<file path="src/rtl/msrv32_alu_decoder.sv">
// msrv32_alu_decoder: registered RV32I decode stage producing ALU opcode and operands
module msrv32_alu_decoder (
  input  logic        clk_in,
  input  logic        rst_n_in,
  input  logic [31:0] instr_in,
  input  logic [31:0] pc_in,
  input  logic [31:0] rs1_data_in,
  input  logic [31:0] rs2_data_in,
  input  logic        valid_in,
  output logic        ready_out,
  output logic [31:0] op_1_out,
  output logic [31:0] op_2_out,
  output logic [3:0]  opcode_out,
  output logic [4:0]  rd_addr_out,
  output logic        wr_en_out,
  output logic        illegal_out,
  output logic        valid_out,
  input  logic        ready_in,
  output logic [7:0]  illegal_count_out
);
  logic [6:0]  major, funct7;
  logic [2:0]  funct3;
  logic        is_op, is_imm, is_lui, is_auipc, is_shift, legal, accept;
  logic [31:0] op_1, op_2, upper;
  logic [3:0]  opcode;
  assign major    = instr_in[6:0];
  assign funct3   = instr_in[14:12];
  assign funct7   = instr_in[31:25];
  assign is_op    = major == 7'b0110011;
  assign is_imm   = major == 7'b0010011;
  assign is_lui   = major == 7'b0110111;
  assign is_auipc = major == 7'b0010111;
  assign is_shift = funct3 == 3'b001 || funct3 == 3'b101;
  assign upper    = {instr_in[31:12], 12'b0};
  assign ready_out = !valid_out || ready_in;
  assign accept    = valid_in && ready_out;
  always_comb begin
    legal = (is_op && (funct7 == 7'b0000000 ||
                       (funct7 == 7'b0100000 && (funct3 == 3'b000 || funct3 == 3'b101)))) ||
            (is_imm && (funct3 == 3'b001 ? funct7 == 7'b0000000 :
                        funct3 == 3'b101 ? (funct7 == 7'b0000000 || funct7 == 7'b0100000) : 1'b1)) ||
            is_lui || is_auipc;
    opcode = is_op  ? {instr_in[30], funct3} :
             is_imm ? (funct3 == 3'b101 ? {instr_in[30], 3'b101} : {1'b0, funct3}) : 4'b0000;
    op_1 = is_auipc ? pc_in : (is_op || is_imm) ? rs1_data_in : 32'b0;
    // Shift amounts are masked to 5 bits because the ALU shifts by the full operand
    op_2 = is_op  ? (is_shift ? {27'b0, rs2_data_in[4:0]} : rs2_data_in) :
           is_imm ? (is_shift ? {27'b0, instr_in[24:20]} : {{20{instr_in[31]}}, instr_in[31:20]}) :
           upper;
  end
  always_ff @(posedge clk_in) begin
    if (!rst_n_in) begin
      valid_out         <= 1'b0;
      illegal_out       <= 1'b0;
      wr_en_out         <= 1'b0;
      op_1_out          <= '0;
      op_2_out          <= '0;
      opcode_out        <= '0;
      rd_addr_out       <= '0;
      illegal_count_out <= '0;
    end else if (accept) begin
      valid_out   <= 1'b1;
      illegal_out <= !legal;
      wr_en_out   <= legal && instr_in[11:7] != 5'd0;
      op_1_out    <= legal ? op_1 : 32'b0;
      op_2_out    <= legal ? op_2 : 32'b0;
      opcode_out  <= legal ? opcode : 4'b0;
      rd_addr_out <= instr_in[11:7];
      if (!legal && illegal_count_out != 8'hFF) illegal_count_out <= illegal_count_out + 8'd1;
    end else if (ready_in) begin
      valid_out <= 1'b0;
    end
  end
endmodule

</file>
<file path="config.mk">
export PLATFORM = sky130hd
export DESIGN_NAME = msrv32_alu_decoder
export DESIGN_NICKNAME = d
export VERILOG_FILES = /design/src/rtl/msrv32_alu_decoder.sv
export SDC_FILE = /design/constraint.sdc
export NUM_CORES = 1
export LEC_CHECK = 0
export CELL_PAD_IN_SITES_DETAIL_PLACEMENT = 1
export CELL_PAD_IN_SITES_GLOBAL_PLACEMENT = 2
export CORE_MARGIN = 10
export CORE_UTILIZATION = 33
export DETAILED_ROUTE_END_ITERATION = 16
export DONT_BUFFER_PORTS = 1
export GPL_TIMING_DRIVEN = 0
export PLACE_DENSITY_LB_ADDON = 0.12
export SYNTH_ARGS = -nofsm -noshare
export SYNTH_HDL_FRONTEND = slang
export SYNTH_SLANG_ARGS = --single-unit
</file>
<file path="constraint.sdc">
create_clock -name clk_in -period 2 [get_ports clk_in]
set_input_delay 0.2 -clock clk_in [delete_from_list [all_inputs] [get_ports clk_in]]
set_output_delay 0.2 -clock clk_in [all_outputs]
set_load 0.005 [all_outputs]
</file>
==> results.toml <==
[synthesis]
avgSynthCellArea_um2 = 8.357
synthesis.nets = 607
mappedNetlistArea_mm2 = 0.003961
synth_seq_cells = 84
yosysUniqueCellTypes = 42
yosys.area.top_type = "dfxtp_1"
synth_edf_count = 0
synthArstFlopShare_pct = 0
synth_flop_cell = "dfxtp_1"
seq_area_frac_synth_pct = 42.45
ys_warn_count = 0
syn_inst = 474
synth_top_area_share_pct = 42.45
ys_top_cells_by_area = "dfxtp_1 42%, a21oi_1 7.1%, nand2_1 6.8%"

[setup_path]
path_cells = "nand2b_1 > and2_1 > nor2_2 > clkbuf_4 > clkbuf_2 > nand2_1 > o41ai_2"
cp_data_required_time_ps = 2250
crit_slowest_cell = "dfxtp_1"
r2r-start = "valid_out"
startpoint = "valid_out"
max_stage_delay_ps = 360
end_kind = "register"
r2r_slack_ps = 220
path_max_fanout = 10
path_class = "reg2reg"
r2r_end = "op_2_out[18]"
cp-endpoint = "op_2_out[18]"
critPathArrivalTime_ps = 2030
r2r_cells = 7
startpoint_type = "register"

[cells_and_area]
drive_above_1_share_pct = 8.048
fin_area_mm2 = 0.004546
final_nets = 626
layout_commonest_cell = "dfxtp_1"
syn_to_final_growth_pct = 14.75
multi_input_area_mm2 = 0.002137
regArea_mm2 = 0.001682
n_fill_cell = 1388
final_cell_mix = "84 x dfxtp_1, 71 x nand2_1, 55 x a21oi_1"

[place]
dp_hpwl_mm = 12.15
gp_congestion = 0.7535
port_buffers = 0
post-place-ws_ps = -510.3
placed_area_mm2 = 0.004140

[cts]
clk_latency_ps = 350
cts.sinks = 84
cts_tree = "yes"
cts-buffers-inserted = 9
cts_root_buf = "clkbuf_16"
cts.htree.levels = 3
clk_transition_reported_paths_ps = 60
clk_path_buf_depth = 2

[sta]
setup_ws_ps = 216.9
max_freq_mhz = 560.8
relSlewSlack_pct = 49.32
slew_viol_final = 0
setup_viol = 0
worst_pin_slew_ps = 753.9
rsz0062_at_grt = "false"
layout_min_cycle_time_ps = 1783
hold_viol = 0
skew_ps = 6.778
fin_crit_sh_pct = 89.15

[status]
status = "finished, final reports clean"

[pwr]
ir_drop_v = 0.0003367
power_density_mw_per_mm2 = 814.4
power_leakage_nw = 1.714

[global_route]
antenna_found_initial = 1
overflow = 0
groute.usage.overall_pct = 17.63
first_global_vias = 3813
grt_max_degree = 14
grt_first_pass_wirelength_mm = 22.58

[worst_hold_path]
hold_class = "in2reg"

[route]
viasPerCell = 5.622
first_iter_violations = 134
drc = 0
ant_nets = 0
drtPass1Iterations = 4
vias = 3604
totalWireLength_mm = 15.30
wl_per_cell_um = 23.87

[die]
fp.coreArea_mm2 = 0.01156
ios = 217
die_h_um = 129.6
dieArea_mm2 = 0.01679
initial_utilization_pct = 34.25
num_rows = 39
die_w_um = 129.6

[run]
maxCapViolCount = 0
==> timing repair <==
action | 4_1_cts | 5_1_grt
resized for setup | 7 | 5
setup buffers | 0 | 1
endpoints found under the hold margin | 7 | 0
endpoints found under the setup margin | 25 | 29
cloned | 0 | 0
hold buffers | 7 | 0
pin swaps | 0 | 0
==> synth_stat cells (4+ instances only) <==
cell type,number
nor2b_1,34
a32o_1,15
a21oi_1,56
a21o_1,28
dfxtp_1,84
o21ai_0,41
a22oi_1,5
mux2i_1,18
nor2_1,12
nand3_1,5
o41ai_2,5
nor3_1,11
inv_1,4
clkbuf_1,32
nand2b_1,10
nand4_1,9
nand2_1,72
==> metal layers <==
metal  global-route usage (%)  part of all wire [%]
met1                    19.37                    38
met2                    29.23                    49
met3                    8.279                    11
met4                    6.481                   1.6
met5                        0                     0
==> final cells by class <==
type | instances | area share (%)
clock inverters | 5 | 1.156
diodes | 1 | 0.05505
repair buffers | 8 | 1.707
inverters | 4 | 0.3303
multi-input cells | 349 | 47.01
well taps | 143 | 3.936
plain buffers | 37 | 3.551
clock buffers | 10 | 5.257
flip-flops and latches | 84 | 36.99
==> power breakdown <==
part	total (mW)	internal (mW)	switching (mW)
Clock	1.67	0.987	0.681
Sequential	1.71	1.69	0.0170
Combinational	0.327	0.129	0.197
==> per-stage QoR <==
| step | cells | utilization, % | total power [mW] | TNS (ps) | hold WS [ps] |
|---|---|---|---|---|---|
| 2_1_floorplan | 474 | - | 1.977 | 0 | 329.5 |
| 3_3_place_gp | 617 | 35.80 | 2.050 | -12410 | 332.7 |
| 3_5_place_dp | 617 | 35.80 | 2.060 | -14880 | 344.6 |
| 4_1_cts | 639 | 39.08 | 3.773 | -3.910 | 0.5312 |
| 5_1_grt | 640 | 39.28 | 3.874 | 0 | 7.778 |
| 6_report | 641 | 39.31 | 3.702 | 0 | 16.02 |
==> worst max-delay path, delay by kind of cell, from the launching register on <==
family / cells / cell delay (ps)
AO/OA/AOI/OAI: 1 / 50
AND/OR/NAND/NOR: 4 / 710
buffers and inverters: 2 / 560
flip-flops: 1 / 360
==> state kept, by name, summed over array words and instances, names as in the netlist <==
signal and flops:
rd_addr_out 5, op_1_out 32, illegal_out 1, wr_en_out 1
op_2_out 32, valid_out 1, opcode_out 4, illegal_count_out 8
==> worst min path at each step <==
stage,from,endpoint,slack [ps],depth (start not counted)
global route,instr_in[30],opcode_out[3],8,2
floorplan,valid_in,valid_out,330,2
detailed placement,instr_in[9],rd_addr_out[2],340,2
finish,instr_in[13],opcode_out[1],20,2
global placement,valid_in,valid_out,330,2
CTS,instr_in[13],opcode_out[1],0.5,2
==> logic make-up after synthesis <==
| kind of cell | count (synthesis) | share of synthesized area, % |
|---|---|---|
| buffers and inverters | 41 | 4.232 |
| muxes | 18 | 4.548 |
| AOI/OAI and AO/OA | 163 | 27.16 |
| DFF | 84 | 42.45 |
| and+or+nand+nor | 166 | 21.07 |
| adders and majority gates | 1 | 0.3158 |
| xor gates and xnor gates | 1 | 0.2211 |
No activity file was read; power rests on OpenSTA's default activity.
